`src/rtl/alu_pkg.sv`:
```
// ALU op codes, sequencer command codes and sequencer state encoding.
// ALU_SEQ_WIDE_EN adds the 16-bit commands and the high-byte states.
package alu_pkg;

    localparam logic [2:0] ALU_ADD = 3'd0;
    localparam logic [2:0] ALU_SUB = 3'd1;
    localparam logic [2:0] ALU_INC = 3'd2;
    localparam logic [2:0] ALU_DEC = 3'd3;
    localparam logic [2:0] ALU_AND = 3'd4;
    localparam logic [2:0] ALU_OR  = 3'd5;
    localparam logic [2:0] ALU_XOR = 3'd6;
    localparam logic [2:0] ALU_ADC = 3'd7;

    localparam logic [3:0] CMD_ADD16 = 4'd8;
    localparam logic [3:0] CMD_INC16 = 4'd9;
    localparam logic [3:0] CMD_AND16 = 4'd10;
    localparam logic [3:0] CMD_OR16  = 4'd11;
    localparam logic [3:0] CMD_XOR16 = 4'd12;

    typedef enum logic [2:0] {
        IDLE     = 3'd0,
        ISSUE_LO = 3'd1,
        WAIT_LO  = 3'd2,
`ifdef ALU_SEQ_WIDE_EN
        ISSUE_HI = 3'd3,
        WAIT_HI  = 3'd4,
`endif
        RESP     = 3'd5
    } state_t;

    // ALU op for the low byte; 8-bit commands pass straight through.
    function automatic logic [2:0] lo_op(input logic [3:0] cmd);
        logic [2:0] op;
        op = cmd[2:0];
        case (cmd)
            CMD_ADD16: op = ALU_ADD;
            CMD_INC16: op = ALU_INC;
            CMD_AND16: op = ALU_AND;
            CMD_OR16:  op = ALU_OR;
            CMD_XOR16: op = ALU_XOR;
            default:   op = cmd[2:0];
        endcase
        return op;
    endfunction

    // ALU op for the high byte: arithmetic chains through the ALU carry flag.
    function automatic logic [2:0] hi_op(input logic [3:0] cmd);
        logic [2:0] op;
        if ((cmd == CMD_ADD16) || (cmd == CMD_INC16))
            op = ALU_ADC;
        else
            op = lo_op(cmd);
        return op;
    endfunction

endpackage

```
`src/rtl/alu_seq.sv`:
```
// Command sequencer driving an external registered 8-bit ALU.
// ALU_SEQ_WIDE_EN compiles in 16-bit commands 8-12; without it they are reserved.
//
// state    | meaning
// ---------+---------------------------------------------------
// IDLE     | ready for a command
// ISSUE_LO | low bytes presented, alu_enable high
// WAIT_LO  | capture low-byte result and flags
// ISSUE_HI | high bytes presented, alu_enable high (wide only)
// WAIT_HI  | capture high-byte result, merge flags (wide only)
// RESP     | response held until rsp_ready
module alu_seq
    import alu_pkg::*;
#(
    parameter logic [15:0] RESERVED_DATA = 16'h0000
) (
    input  logic        clk,
    input  logic        reset,
    input  logic        cmd_valid,
    output logic        cmd_ready,
    input  logic [3:0]  cmd_op,
    input  logic [15:0] cmd_a,
    input  logic [15:0] cmd_b,
    output logic        rsp_valid,
    input  logic        rsp_ready,
    output logic [15:0] rsp_data,
    output logic        rsp_zero,
    output logic        rsp_carry,
    output logic        rsp_err,
    output logic        alu_enable,
    output logic [2:0]  alu_op,
    output logic [7:0]  alu_a,
    output logic [7:0]  alu_b,
    input  logic [7:0]  alu_out,
    input  logic        alu_zero,
    input  logic        alu_carry
);

`ifdef ALU_SEQ_WIDE_EN
    localparam int OPW = 16;
    logic [7:0] r_res_hi;
    logic       w_wide;
    logic       w_arith16;
`else
    localparam int OPW = 8;
    logic       w_unused;
    assign w_unused = ^{cmd_a[15:8], cmd_b[15:8]};
`endif

    state_t           r_state;
    state_t           w_next;
    logic [3:0]       r_op;
    logic [OPW-1:0]   r_a;
    logic [OPW-1:0]   r_b;
    logic [7:0]       r_res_lo;
    logic             r_zero;
    logic             r_carry;
    logic             r_err;
    logic             w_accept;
    logic             w_reserved;

`ifdef ALU_SEQ_WIDE_EN
    assign w_reserved = (cmd_op > CMD_XOR16);
    assign w_wide     = (r_op >= CMD_ADD16);
    assign w_arith16  = (r_op == CMD_ADD16) || (r_op == CMD_INC16);
`else
    assign w_reserved = cmd_op[3];
`endif

    assign w_accept = cmd_valid & cmd_ready;

    // State register
    always_ff @(posedge clk) begin
        if (reset)
            r_state <= IDLE;
        else
            r_state <= w_next;
    end

    // Next state and handshake/ALU drive; reset forces all strobes low
    always_comb begin
        w_next     = r_state;
        cmd_ready  = 1'b0;
        rsp_valid  = 1'b0;
        alu_enable = 1'b0;
        alu_op     = lo_op(r_op);
        alu_a      = r_a[7:0];
        alu_b      = r_b[7:0];
        case (r_state)
            IDLE: begin
                cmd_ready = 1'b1;
                if (cmd_valid)
                    w_next = w_reserved ? RESP : ISSUE_LO;
            end
            ISSUE_LO: begin
                alu_enable = 1'b1;
                w_next     = WAIT_LO;
            end
            WAIT_LO: begin
`ifdef ALU_SEQ_WIDE_EN
                w_next = w_wide ? ISSUE_HI : RESP;
`else
                w_next = RESP;
`endif
            end
`ifdef ALU_SEQ_WIDE_EN
            ISSUE_HI: begin
                alu_enable = 1'b1;
                alu_op     = hi_op(r_op);
                alu_a      = r_a[15:8];
                alu_b      = (r_op == CMD_INC16) ? 8'h00 : r_b[15:8];
                w_next     = WAIT_HI;
            end
            WAIT_HI: begin
                w_next = RESP;
            end
`endif
            RESP: begin
                rsp_valid = 1'b1;
                if (rsp_ready)
                    w_next = IDLE;
            end
            default: w_next = IDLE;
        endcase
        if (reset) begin
            cmd_ready  = 1'b0;
            rsp_valid  = 1'b0;
            alu_enable = 1'b0;
        end
    end

    // Command capture and result/flag accumulation
    always_ff @(posedge clk) begin
        if (reset) begin
            r_op     <= 4'd0;
            r_a      <= '0;
            r_b      <= '0;
            r_res_lo <= 8'd0;
            r_zero   <= 1'b0;
            r_carry  <= 1'b0;
            r_err    <= 1'b0;
`ifdef ALU_SEQ_WIDE_EN
            r_res_hi <= 8'd0;
`endif
        end else if (w_accept) begin
            r_op     <= cmd_op;
            r_a      <= cmd_a[OPW-1:0];
            r_b      <= cmd_b[OPW-1:0];
            r_res_lo <= 8'd0;
            r_zero   <= 1'b0;
            r_carry  <= 1'b0;
            r_err    <= w_reserved;
`ifdef ALU_SEQ_WIDE_EN
            r_res_hi <= 8'd0;
`endif
        end else if (r_state == WAIT_LO) begin
            r_res_lo <= alu_out;
            r_zero   <= alu_zero;
            r_carry  <= alu_carry;
        end
`ifdef ALU_SEQ_WIDE_EN
        else if (r_state == WAIT_HI) begin
            r_res_hi <= alu_out;
            r_zero   <= r_zero & alu_zero;
            r_carry  <= w_arith16 & alu_carry;
        end
`endif
    end

`ifdef ALU_SEQ_WIDE_EN
    assign rsp_data = r_err ? RESERVED_DATA : {r_res_hi, r_res_lo};
`else
    assign rsp_data = r_err ? RESERVED_DATA : {8'h00, r_res_lo};
`endif
    assign rsp_zero  = r_zero;
    assign rsp_carry = r_carry;
    assign rsp_err   = r_err;

endmodule

```
`config.mk`:
```
export PLATFORM = sky130hd
export DESIGN_NAME = alu_seq
export DESIGN_NICKNAME = d
export VERILOG_FILES = /design/src/rtl/alu_pkg.sv /design/src/rtl/alu_seq.sv
export SDC_FILE = /design/constraint.sdc
export NUM_CORES = 1
export LEC_CHECK = 0
export ABC_AREA = 1
export CORE_MARGIN = 2
export CORE_UTILIZATION = 32
export CTS_CLUSTER_SIZE = 28
export DETAILED_ROUTE_END_ITERATION = 6
export PLACE_DENSITY = 0.68
export SLEW_MARGIN = 20
export SYNTH_ARGS = -nofsm -noshare
export SYNTH_HDL_FRONTEND = slang
export SYNTH_SLANG_ARGS = --single-unit
export TNS_END_PERCENT = 100
```
`constraint.sdc`:
```
create_clock -name clk -period 1.9 [get_ports clk]
set_input_delay 0.38 -clock clk [delete_from_list [all_inputs] [get_ports clk]]
set_output_delay 0.38 -clock clk [all_outputs]
set_load 0.05 [all_outputs]
```
==> qor.yml, run 1 <==
outcome:
  status: "finished clean"
place:
  placed_area_um2: 2187
  dpl.cell_count: 323
  preCtsSetupSlack_ns: 0.04209
  port_buffers: 66
  dp.final_hpwl_um: 2575
  routabilityCongestion: 0.7351
hold_path:
  whs_endpoint: "r_state[2]"
  hp-class: "input pin to flop"
  min_from: "reset"
  holdPathStages: 2
detailed_routing:
  first_iter_violations: 68
  vias: 1415
  post-route-drc-count: 0
  firstDrtPassIters: 4
  wl_um: 3504
  wl_per_cell_um: 10.59
  routed_via_density: 4.275
  ant_nets: 0
final_layout:
  drive_gt1_share_pct: 13.26
  mostFrequentLayoutCells: "63 x nand2_1, 48 x clkdlybuf4s50_1, 33 x dfxtp_1, 31 x nand3_1, 28 x inv_1"
  syn_to_final_growth_pct: 54.78
  stdcell_count: 331
  fillers: 432
  antennaDiodeCount: 0
  fin_nets: 328
  layout_commonest_cell: "nand2_1"
  final_area_um2: 2291
die:
  die_h_um: 72.01
  die_x_um: 72.01
  core_area_um2: 4414
  dieArea_um2: 5185
  num_rows: 24
  start_util_pct: 33.53
  ios: 91
cts:
  clk_pin_slew_ns: 0.07
  cts_sinks: 33
  clockBufferDepth: 2
  cts_tree: "yes"
  clock-root-buffer: "clkbuf_8"
  numCtsBuffers: 5
  clock_latency_ns: 0.27
  h-tree-depth: 2
sta:
  period_minus_slack_ns: 1.801
  worst_slack_ns: 0.09872
  finalCritPeriodShare_pct: 94.80
  tns_ns: 0
  slew_viol_final: 0
  fmax_mhz: 555.2
  slew_headroom_pct: 65.69
  tightest_slew_ns: 0.5131
  finalClockSkew_ns: 0.003211
  hold_viol_final: 0
  setup_viol_count_final: 0
  rsz0062_at_grt: "false"
critical_path:
  reg2reg_depth: 5
  r2r_slack_ns: 0.51
  crit_slowest_cell: "clkdlybuf4s50_1"
  critPathTopFamily: "buffers and inverters"
  startpoint: "alu_b[6]"
  setup.worst_path.end_class: "primary output"
  crit_arrival_ns: 1.42
  critical_path.cell_chain: "clkdlybuf4s50_1"
  required_ns: 1.52
  path_max_fanout: 2
  r2r_end: "alu_a[2]"
  max_stage_delay_ns: 0.81
  crit_type: "flop to primary output"
  rr_startpoint: "r_state[1]"
  critPathBufInv: 1
  start_kind: "flop"
synthesis:
  synth_area_per_cell_um2: 7.048
  synthTopCellsByArea: "dfxtp_1 45%, nand2_1 16%, nand3_1 10%, inv_1 7.1%, buf_4 5.6%"
  synth_area_um2: 1480
  synth_top_area_share_pct: 44.63
  ys_seq_elements: 33
  synth_top_cell_by_area: "dfxtp_1"
  synthCells: 210
  synth_warnings: 0
  ys_seq_area_share_pct: 44.63
  netlist-cell-type-count: 20
power_and_ir_drop:
  seq_power_share_pct: 40.8
  swShare_pct: 32.24
  combPwrFrac_pct: 29.1
  peakVddDrop_v: 0.0004846
  total_power_mw: 1.882
  power_leakage_nw: 1.079
  p_int_mw: 1.276
  p_sw_mw: 0.6069
  cellPowerDensity_nw_per_um2: 821.7
  p_clk_share_pct: 30.1
flow_run:
  max_cap_violations: 0
global_route:
  grt_antenna_before_repair: 0
  grt.total_usage_pct: 13.99
  grt_pass1_wl_um: 5754
  grt_start_max_net_pins: 21
  grt_overflow: 0
  grt_pass1_vias: 1303
-- stage by stage --
step           hold slack [ns]  util [%]
3_3_place_gp            0.4501     49.55
6_report                0.4263     51.90
2_1_floorplan           0.4424         -
5_1_grt                 0.4411     51.90
4_1_cts                 0.4672     51.84
3_5_place_dp            0.4576     49.55
-- power by group through the flow --
| stage | Sequential [mW] | Combinational, mW | Clock, mW |
|---|---|---|---|
| 2_1_floorplan | 0.886 | 0.239 | 0 |
| 3_3_place_gp | 0.781 | 0.549 | 0 |
| 3_5_place_dp | 0.783 | 0.553 | 0 |
| 4_1_cts | 0.768 | 0.553 | 0.587 |
| 5_1_grt | 0.774 | 0.583 | 0.624 |
| 6_report | 0.768 | 0.548 | 0.566 |
-- worst max path at each step --
stage	endpoint	slack, ns	cells after the start
floorplan	alu_enable	-0.04	3
global placement	cmd_ready	0.06	5
detailed placement	alu_b[5]	0.04	6
CTS	cmd_ready	0.04	5
global route	alu_a[0]	0.04	1
finish	alu_b[6]	0.1	1
-- layout make-up --
| class | count | area [µm²] | area share (%) |
|---|---|---|---|
| inverter | 29 | 108.9 | 4.751 |
| clock buffer | 7 | 96.34 | 4.205 |
| timing repair buffer | 72 | 740.7 | 32.33 |
| sequential | 33 | 660.6 | 28.84 |
| clock inverter | 1 | 5.005 | 0.2185 |
| multi-input combinational | 137 | 614.3 | 26.82 |
| tap | 52 | 65.06 | 2.840 |
-- Yosys cell counts --
master / count
xor2_1: 1
nand3b_1: 1
nand2_2: 2
a21oi_1: 2
o211ai_1: 1
buf_4: 11
buf_6: 2
nor2_1: 20
inv_2: 1
nand3_1: 31
nand4_4: 1
conb_1: 1
dfxtp_1: 33
nor4_1: 2
inv_1: 28
nor2_4: 1
buf_2: 4
clkbuf_1: 1
o21ai_0: 4
nand2_1: 63
-- kinds of logic after synthesis --
family,share of synthesized area (%)
flops,44.63
buf+inv,16.06
xor+xnor,0.5918
simple gates,35.93
compound gates,2.536
other cells,0.2533
-- registers in the layout (all words and copies together) (netlist names) --
register	count
rsp_zero	1
r_op	3
alu_b	8
rsp_err	1
r_res_lo	8
alu_a	8
r_state	3
rsp_carry	1
-- per-layer routing --
layer | up-vias | wire, µm | track usage (%)
met5 | - | 0 | 0
met4 | 0 | 8 | 3.145
met3 | 2 | 275 | 5.556
met2 | 45 | 1607 | 22.43
met1 | 612 | 1613 | 17.81
li1 | 756 | - | -
-- timing repair --
item,4_1_cts,5_1_grt
hold buffers,0,0
resized for setup,0,1
endpoints found under the setup margin,0,1
setup buffers,0,0
Power figures use the tool's default switching activity.
==> run 2: changes to the inputs <==
- PLACE_DENSITY: 0.68 -> 0.71
- clock period: 1.9 -> 1.6 ns (I/O delays scaled with it)
==> run 2 against run 1 <==
Effect of this change:
- cell count increased by 3.0%
- first-iteration DRC count decreased by 31%
- largest power group unchanged
- global-route usage about the same
- die area unchanged
- flip-flop and latch count unchanged
- clock skew increased by 0.0022 ns
- hold slack improved by 0.038 ns
- critical path depth increased by 4
==> qor.yml, run 2 (synthesis results as in run 1) <==
final_layout:
  antennaDiodeCount: 0
  layout_commonest_cell: "nand2_1"
  syn_to_final_growth_pct: 66.95
  drive_gt1_share_pct: 25.61
  mostFrequentLayoutCells: "62 x nand2_1, 33 x buf_4, 32 x clkdlybuf4s50_1, 31 x nand3_1, 30 x dfxtp_1"
  stdcell_count: 341
  fin_nets: 338
cts:
  clockBufferDepth: 2
  clock_latency_ns: 0.28
  h-tree-depth: 2
  cts_sinks: 33
  hold_buffers: 0
  clock-root-buffer: "clkbuf_8"
  clk_pin_slew_ns: 0.06
  numCtsBuffers: 5
  cts_tree: "yes"
sta:
  rsz0062_at_grt: "true"
  setup_viol_count_final: 0
  period_minus_slack_ns: 1.529
  finalClockSkew_ns: 0.005375
  fmax_mhz: 653.9
  hold_viol_final: 0
  tns_ns: 0
  worst_slack_ns: 0.07060
  finalCritPeriodShare_pct: 95.59
  slew_viol_final: 0
  holdWs_ns: 0.4643
flow_run:
  max_cap_violations: 0
global_route:
  grt_start_max_net_pins: 21
  grt_pass1_vias: 1363
  grt.total_usage_pct: 14.04
  grt_pass1_wl_um: 5796
  grt_overflow: 0
  grt_antenna_before_repair: 0
place:
  port_buffers: 66
  dp.final_hpwl_um: 2640
  routabilityCongestion: 0.7224
  preCtsSetupSlack_ns: -0.01448
  dpl.cell_count: 327
critical_path:
  path_max_fanout: 3
  start_kind: "flop"
  crit_arrival_ns: 1.21
  required_ns: 1.28
  crit_type: "flop to primary output"
  setup.worst_path.end_class: "primary output"
detailed_routing:
  ant_nets: 0
  first_iter_violations: 47
  firstDrtPassIters: 4
  post-route-drc-count: 0
  routed_via_density: 4.211
  vias: 1436
  wl_um: 3585
  wl_per_cell_um: 10.51
hold_path:
  hp-class: "flop to flop"
die:
  die_x_um: 72.01
  dieArea_um2: 5185
  num_rows: 24
  core_area_um2: 4414
  die_h_um: 72.01
  ios: 91
  start_util_pct: 33.53
power_and_ir_drop:
  cellPowerDensity_nw_per_um2: 925.2
  total_power_mw: 2.286
  peakVddDrop_v: 0.0005639
  power_leakage_nw: 1.187
outcome:
  status: "finished clean"
==> run 2: through the flow <==
stage	instance area, µm²	utilization, %
6_report	2471	55.98
5_1_grt	2471	55.98
4_1_cts	2410	54.59
3_5_place_dp	2291	51.90
3_3_place_gp	2291	51.90
2_1_floorplan	1526	-
==> run 2: what timing repair did <==
action,CTS,global route
setup buffers,1,5
setup endpoints to repair,4,5
pin swaps,1,3
resized for setup,5,11
gates cloned,0,0
==> run 2: worst max-delay path, stage by stage, from the launching register on <==
cell and delay (ns):
dfxtp_2 0.35, inv_1 0.09, nor2_1 0.13, nand2_1 0.08
nor2_2 0.14, buf_12 0.15
==> run 2: final cells by class <==
type	count	area [µm²]
inverter	29	108.9
clock inverter	1	5.005
multi-input combinational	137	645.6
sequential	33	666.9
fill	434	1943
tap	52	65.06
timing repair buffer	82	883.3
clock buffer	7	96.34
==> run 2: where the power goes <==
part | total [mW] | switching [mW] | internal, mW | leakage, nW
Clock | 0.672 | 0.284 | 0.388 | 0.0542
Combinational | 0.700 | 0.417 | 0.283 | 0.862
Sequential | 0.914 | 0.0368 | 0.877 | 0.271
==> run 2: path summary, 6_finish.rpt <==
check	slack (ns)	startpoint	to	depth (start not counted)
min	0.46	r_op[2]	r_op[2]	2
max	0.07	r_state[0]	rsp_valid	5
min reg2reg	0.46	r_op[2]	r_op[2]	2
max reg2reg	0.32	r_state[2]	alu_b[6]	6
==> run 2: metal layers <==
layer	GRT usage [%]	wire length, µm	share of wire [%]	up-vias
li1	-	-	-	776
met1	17.10	1590	44	618
met2	24.18	1811	51	40
met3	3.750	167	4.7	2
met4	4.403	16	0.45	0
met5	0	0	0	-
